<file path="config.mk">
export PLATFORM = sky130hd
export DESIGN_NAME = cla_pipe_adder
export DESIGN_NICKNAME = d
export VERILOG_FILES = /design/src/rtl/cla_pipe_adder.sv
export SDC_FILE = /design/constraint.sdc
export NUM_CORES = 1
export LEC_CHECK = 0
export BUFFER_PORTS_ARGS = -buffer_cell sky130_fd_sc_hd__buf_2
export CORE_MARGIN = 5
export CORE_UTILIZATION = 25
export CTS_CLUSTER_DIAMETER = 40
export DETAILED_ROUTE_END_ITERATION = 8
export SYNTH_ARGS = -nofsm -noshare
export SYNTH_HDL_FRONTEND = slang
export SYNTH_SLANG_ARGS = --single-unit
export TNS_END_PERCENT = 5
</file>
<file path="constraint.sdc">
create_clock -name clk -period 5.7 [get_ports clk]
set_input_delay 0.57 -clock clk [delete_from_list [all_inputs] [get_ports clk]]
set_output_delay 0.57 -clock clk [all_outputs]
set_load 0.02 [all_outputs]
</file>
<file path="src/rtl/cla_pipe_adder.sv">
// Pipelined adder/subtractor: one SEG-bit slice per stage, each slice built from rippled
// 4-bit carry-lookahead groups. Define CLA_PIPE_SUB_EN to compile in subtract mode (sub input).
module cla_pipe_adder #(
  parameter int WIDTH = 32,
  parameter int SEG   = 8
) (
  input  logic             clk,
  input  logic             rst,
  input  logic [WIDTH-1:0] operand1,
  input  logic [WIDTH-1:0] operand2,
  input  logic             carry_in,
  input  logic             sub,
  input  logic             in_valid,
  output logic             in_ready,
  output logic [WIDTH-1:0] result,
  output logic             carry_out,
  output logic             overflow,
  output logic             out_valid,
  input  logic             out_ready
);

  localparam int N      = WIDTH / SEG;
  localparam int GROUPS = SEG / 4;

  // Returns {carry into slice MSB, carry out of slice, slice sum}.
  function automatic logic [SEG+1:0] seg_add(
    input logic [SEG-1:0] a,
    input logic [SEG-1:0] b,
    input logic           cin
  );
    logic [SEG-1:0] s;
    logic           c;
    logic           c_msb;
    logic [3:0]     g;
    logic [3:0]     p;
    logic [4:0]     cc;
    s     = '0;
    c     = cin;
    c_msb = 1'b0;
    for (int j = 0; j < GROUPS; j++) begin
      g     = a[j*4 +: 4] & b[j*4 +: 4];
      p     = a[j*4 +: 4] ^ b[j*4 +: 4];
      cc[0] = c;
      cc[1] = g[0] | (p[0] & c);
      cc[2] = g[1] | (p[1] & g[0]) | (p[1] & p[0] & c);
      cc[3] = g[2] | (p[2] & g[1]) | (p[2] & p[1] & g[0]) | (p[2] & p[1] & p[0] & c);
      cc[4] = g[3] | (p[3] & g[2]) | (p[3] & p[2] & g[1]) | (p[3] & p[2] & p[1] & g[0])
            | (p[3] & p[2] & p[1] & p[0] & c);
      s[j*4 +: 4] = p ^ cc[3:0];
      c_msb       = cc[3];
      c           = cc[4];
    end
    return {c_msb, c, s};
  endfunction

  logic [WIDTH-1:0] eff_b;
  logic             carry0;

`ifdef CLA_PIPE_SUB_EN
  assign eff_b  = sub ? ~operand2 : operand2;
  assign carry0 = carry_in ^ sub;
`else
  logic unused_sub;
  assign eff_b      = operand2;
  assign carry0     = carry_in;
  assign unused_sub = sub;
`endif

  logic stall;
  assign stall    = out_valid && !out_ready;
  assign in_ready = !stall;

  // Per-stage pipeline state; operands travel alongside the partial sum so every
  // field of a transaction leaves the last stage on the same cycle.
  logic             valid_pipe [N];
  logic [WIDTH-1:0] a_pipe     [N];
  logic [WIDTH-1:0] b_pipe     [N];
  logic [WIDTH-1:0] sum_pipe   [N];
  logic             carry_pipe [N];
  logic             ovf_pipe   [N];

  genvar gi;
  generate
    for (gi = 0; gi < N; gi++) begin : stage
      logic [WIDTH-1:0] st_a;
      logic [WIDTH-1:0] st_b;
      logic [WIDTH-1:0] st_sum_prev;
      logic [WIDTH-1:0] st_sum_next;
      logic             st_c;
      logic             st_v;
      logic [SEG+1:0]   st_r;
      logic             unused_bits;

      if (gi == 0) begin : g_first
        assign st_a        = operand1;
        assign st_b        = eff_b;
        assign st_c        = carry0;
        assign st_v        = in_valid;
        assign st_sum_prev = '0;
      end else begin : g_next
        assign st_a        = a_pipe[gi-1];
        assign st_b        = b_pipe[gi-1];
        assign st_c        = carry_pipe[gi-1];
        assign st_v        = valid_pipe[gi-1];
        assign st_sum_prev = sum_pipe[gi-1];
      end

      assign st_r = seg_add(st_a[gi*SEG +: SEG], st_b[gi*SEG +: SEG], st_c);

      always_comb begin
        st_sum_next                 = st_sum_prev;
        st_sum_next[gi*SEG +: SEG]  = st_r[SEG-1:0];
      end

      // Operand bits below the current slice, and the MSB-carry of inner slices, are dead.
      assign unused_bits = ^{st_a, st_b, a_pipe[gi], b_pipe[gi], ovf_pipe[gi], st_r[SEG+1]};

      always_ff @(posedge clk or posedge rst) begin
        if (rst) begin
          valid_pipe[gi] <= 1'b0;
          a_pipe[gi]     <= '0;
          b_pipe[gi]     <= '0;
          sum_pipe[gi]   <= '0;
          carry_pipe[gi] <= 1'b0;
          ovf_pipe[gi]   <= 1'b0;
        end else if (!stall) begin
          valid_pipe[gi] <= st_v;
          a_pipe[gi]     <= st_a;
          b_pipe[gi]     <= st_b;
          sum_pipe[gi]   <= st_sum_next;
          carry_pipe[gi] <= st_r[SEG];
          ovf_pipe[gi]   <= st_r[SEG+1] ^ st_r[SEG];
        end
      end
    end
  endgenerate

  assign result    = sum_pipe[N-1];
  assign carry_out = carry_pipe[N-1];
  assign overflow  = ovf_pipe[N-1];
  assign out_valid = valid_pipe[N-1];

endmodule

</file>
==> results.sh <==
export IMPL_post_route_period_util_pct=46.1
export IMPL_grt_util_met2_pct=15.2
export IMPL_leakage_nw=5.01
export IMPL_syn_num_nets=1010
export IMPL_async_flop_share_pct=100
export IMPL_critical_path_class="register to register"
export IMPL_rsz0062_at_grt="no"
export IMPL_io_buffers=104
export IMPL_drc=0
export IMPL_place_area_sq_mm=0.00909
export IMPL_viasPerCell=4.08
export IMPL_required_ps=6020
export IMPL_post_drt_wl_per_cell_um=12.9
export IMPL_synth_top_area_cell="dfrtp_1"
export IMPL_grt_pass1_vias=5823
export IMPL_finalHoldViolCount=0
export IMPL_setup_tns_ps=0
export IMPL_gp_congestion=0.757
export IMPL_core_sq_mm=0.0324
export IMPL_dp_hpwl_mm=12.4
export IMPL_final_common_cell="nand2_1"
export IMPL_placedCellCount=1409
export IMPL_diodes=0
export IMPL_final_core_util_pct=29.8
export IMPL_startpoint_type="register"
export IMPL_clk_pin_slew_ps=70
export IMPL_cp_arrival_ps=2950
export IMPL_layout_cells_non_filler=1440
export IMPL_combPwrFrac_pct=38.0
export IMPL_clock_latency_ps=430
export IMPL_powerDensity_mw_per_mm2=558
export IMPL_wirelength_mm=18.6
export IMPL_fin_area_sq_mm=0.00964
export IMPL_grt_pass1_wl_mm=30.5
export IMPL_clkPwrFrac_pct=21.2
export IMPL_finalSetupViolCount=0
export IMPL_antenna_found_initial=0
export IMPL_dr_pass1_iters=4
export IMPL_seq_area_sq_mm=0.00463
export IMPL_endpoint_kind="register"
export IMPL_met1_usage_pct=15.5
export IMPL_gr_usage_met3_pct=2.67
export IMPL_busiest_layer="met1"
export IMPL_slew_viol_final=0
export IMPL_htreeDepth=4
export IMPL_grt_overflow_total=0
export IMPL_vias=5870
export IMPL_postCtsHoldBufs=0
export IMPL_synth_edf_count=0
export IMPL_dieArea_sq_mm=0.0364
export IMPL_cts_tree="yes"
export IMPL_die_height_um=191
export IMPL_cts_setup_buffers=0
export IMPL_yosysSeqAreaShare_pct=56.7
export IMPL_synth_top_area_share_pct=56.7
export IMPL_cts_sinks=185
export IMPL_max_freq_mhz=381
export IMPL_seqPwrFrac_pct=40.8
export IMPL_nets=1096
export IMPL_ys_ff_latch=185
export IMPL_yosysWarnings=0
export IMPL_initial_utilization_pct=25.2
export IMPL_skew_ps=10.0
export IMPL_multi_input_area_sq_mm=0.00328
export IMPL_netlist_instances=900
export IMPL_synth_area_top_cells="dfrtp_1 57%, nand2_1 21%, ha_1 4.9%"
export IMPL_p_int_w=0.00325
export IMPL_maxCapViolCount=0
export IMPL_synth_area_per_cell_sq_um=9.07
export IMPL_p_sw_share_pct=39.6
export IMPL_drive_above_1_share_pct=15.0
export IMPL_irDropWorstVdd_uv=561
export IMPL_clockBufferDepth=2
export IMPL_tightest_slew_ps=1070
export IMPL_p_switching_w=0.00213
export IMPL_synthesis_area_sq_mm=0.00817
export IMPL_layout_common_cells="460 x nand2_1, 185 x dfrtp_1, 104 x buf_2, 32 x ha_1, 31 x nor2_1"
export IMPL_dieWidth_um=191
export IMPL_drt_first_iter_violations=330
export IMPL_cp_max_fo=96
export IMPL_ys_types=35
export IMPL_ys_flop_type="dfrtp_1"
export IMPL_fp_row_count=66
export IMPL_globalRouteTotalUtil_pct=10.5
export IMPL_cts_resized=0
export IMPL_ant_nets=0
export IMPL_grt_max_degree=139
export IMPL_ios=106
export IMPL_fillCellCount=3510
export IMPL_hp_class="primary input to asynchronous set/reset pin"
export IMPL_numCtsBuffers=17
export IMPL_area_delta_synth_final_pct=18.1
export IMPL_cts_root_buffer="clkbuf_16"
export IMPL_layout_min_cycle_time_ps=2630
export IMPL_status="finished, final reports clean"
export IMPL_slew_headroom_pct=28.5
## sequential cells by signal, indices dropped and copies added, names as in the netlist
register and cells:
stage.st_v 3, out_valid 1, stage.st_b 48, result 32, stage.st_sum_prev 48, carry_out 1, overflow 1, stage.st_c 3
stage.st_a 48
## cells by family after synthesis
kind of cell / after synthesis / share of synthesized area (%)
compound gates: 88 / 7.09
mux: 2 / 0.245
simple gates: 506 / 23.7
fa+ha+maj: 40 / 6.86
xor+xnor: 20 / 2.15
flops: 185 / 56.7
buf+inv: 59 / 3.26
## synth_stat cells (5+ instances only)
master / count
xnor2_1: 5
a21oi_1: 19
clkbuf_1: 5
o21ai_0: 24
o21ai_1: 6
a21o_1: 9
dfrtp_1: 185
nand2_1: 460
inv_1: 17
fa_1: 8
nor2_1: 31
xor2_1: 15
nand2b_1: 9
buf_2: 36
ha_1: 32
## power by group through the flow
stage | clock network, W | logic (W) | registers (W)
after floorplan | 0 | 0.00138 | 0.00230
after global placement | 0 | 0.00203 | 0.00221
after detailed placement | 0 | 0.00208 | 0.00223
after CTS | 0.00118 | 0.00209 | 0.00220
after global routing | 0.00122 | 0.00235 | 0.00228
final | 0.00114 | 0.00205 | 0.00220
## worst max-delay path, stage by stage (launching register included)
cell and delay [ps]:
dfrtp_1 350, nor2b_4 190, buf_4 710, buf_4 890
nand2_1 160, o31ai_1 110
## worst paths after layout
| kind | from | endpoint | slack, ps | cells past startpoint |
|---|---|---|---|---|
| hold reg to reg | result[7] | result[7] | 460 | 2 |
| max in group asynchronous | rst | stage[2].st_b[23] | 4000 | 3 |
| hold / removal | rst | result[28] | 260 | 2 |
| setup / recovery | out_valid | result[26] | 3070 | 5 |
| setup reg to reg | out_valid | result[26] | 3070 | 5 |
| min in group clk | operand2[19] | stage[1].st_b[19] | 330 | 3 |
## final cells by class
class	count	area share, %
Clock buffer	20	4.53
Timing Repair Buffer	108	5.71
Sequential cell	185	48.0
Inverter	18	0.831
Tap cell	442	5.74
Multi-Input combinational cell	656	34.0
Clock inverter	11	1.19
## per-stage QoR
step / worst slack (ps) / power, W / hold WS, ps
after floorplan: 101 / 0.00368 / 430
after global placement: 2820 / 0.00424 / 442
after detailed placement: 2770 / 0.00431 / 448
after CTS: 3060 / 0.00548 / 300
after global routing: 2840 / 0.00586 / 311
final: 3070 / 0.00538 / 258
## layer usage
layer  routed length, um  share of wire (%)
met2                7850                 42
met4                 229                1.2
met1                9860                 53
met5                   0                  0
met3                 679                3.6
No activity file was read; power rests on OpenSTA's default activity.
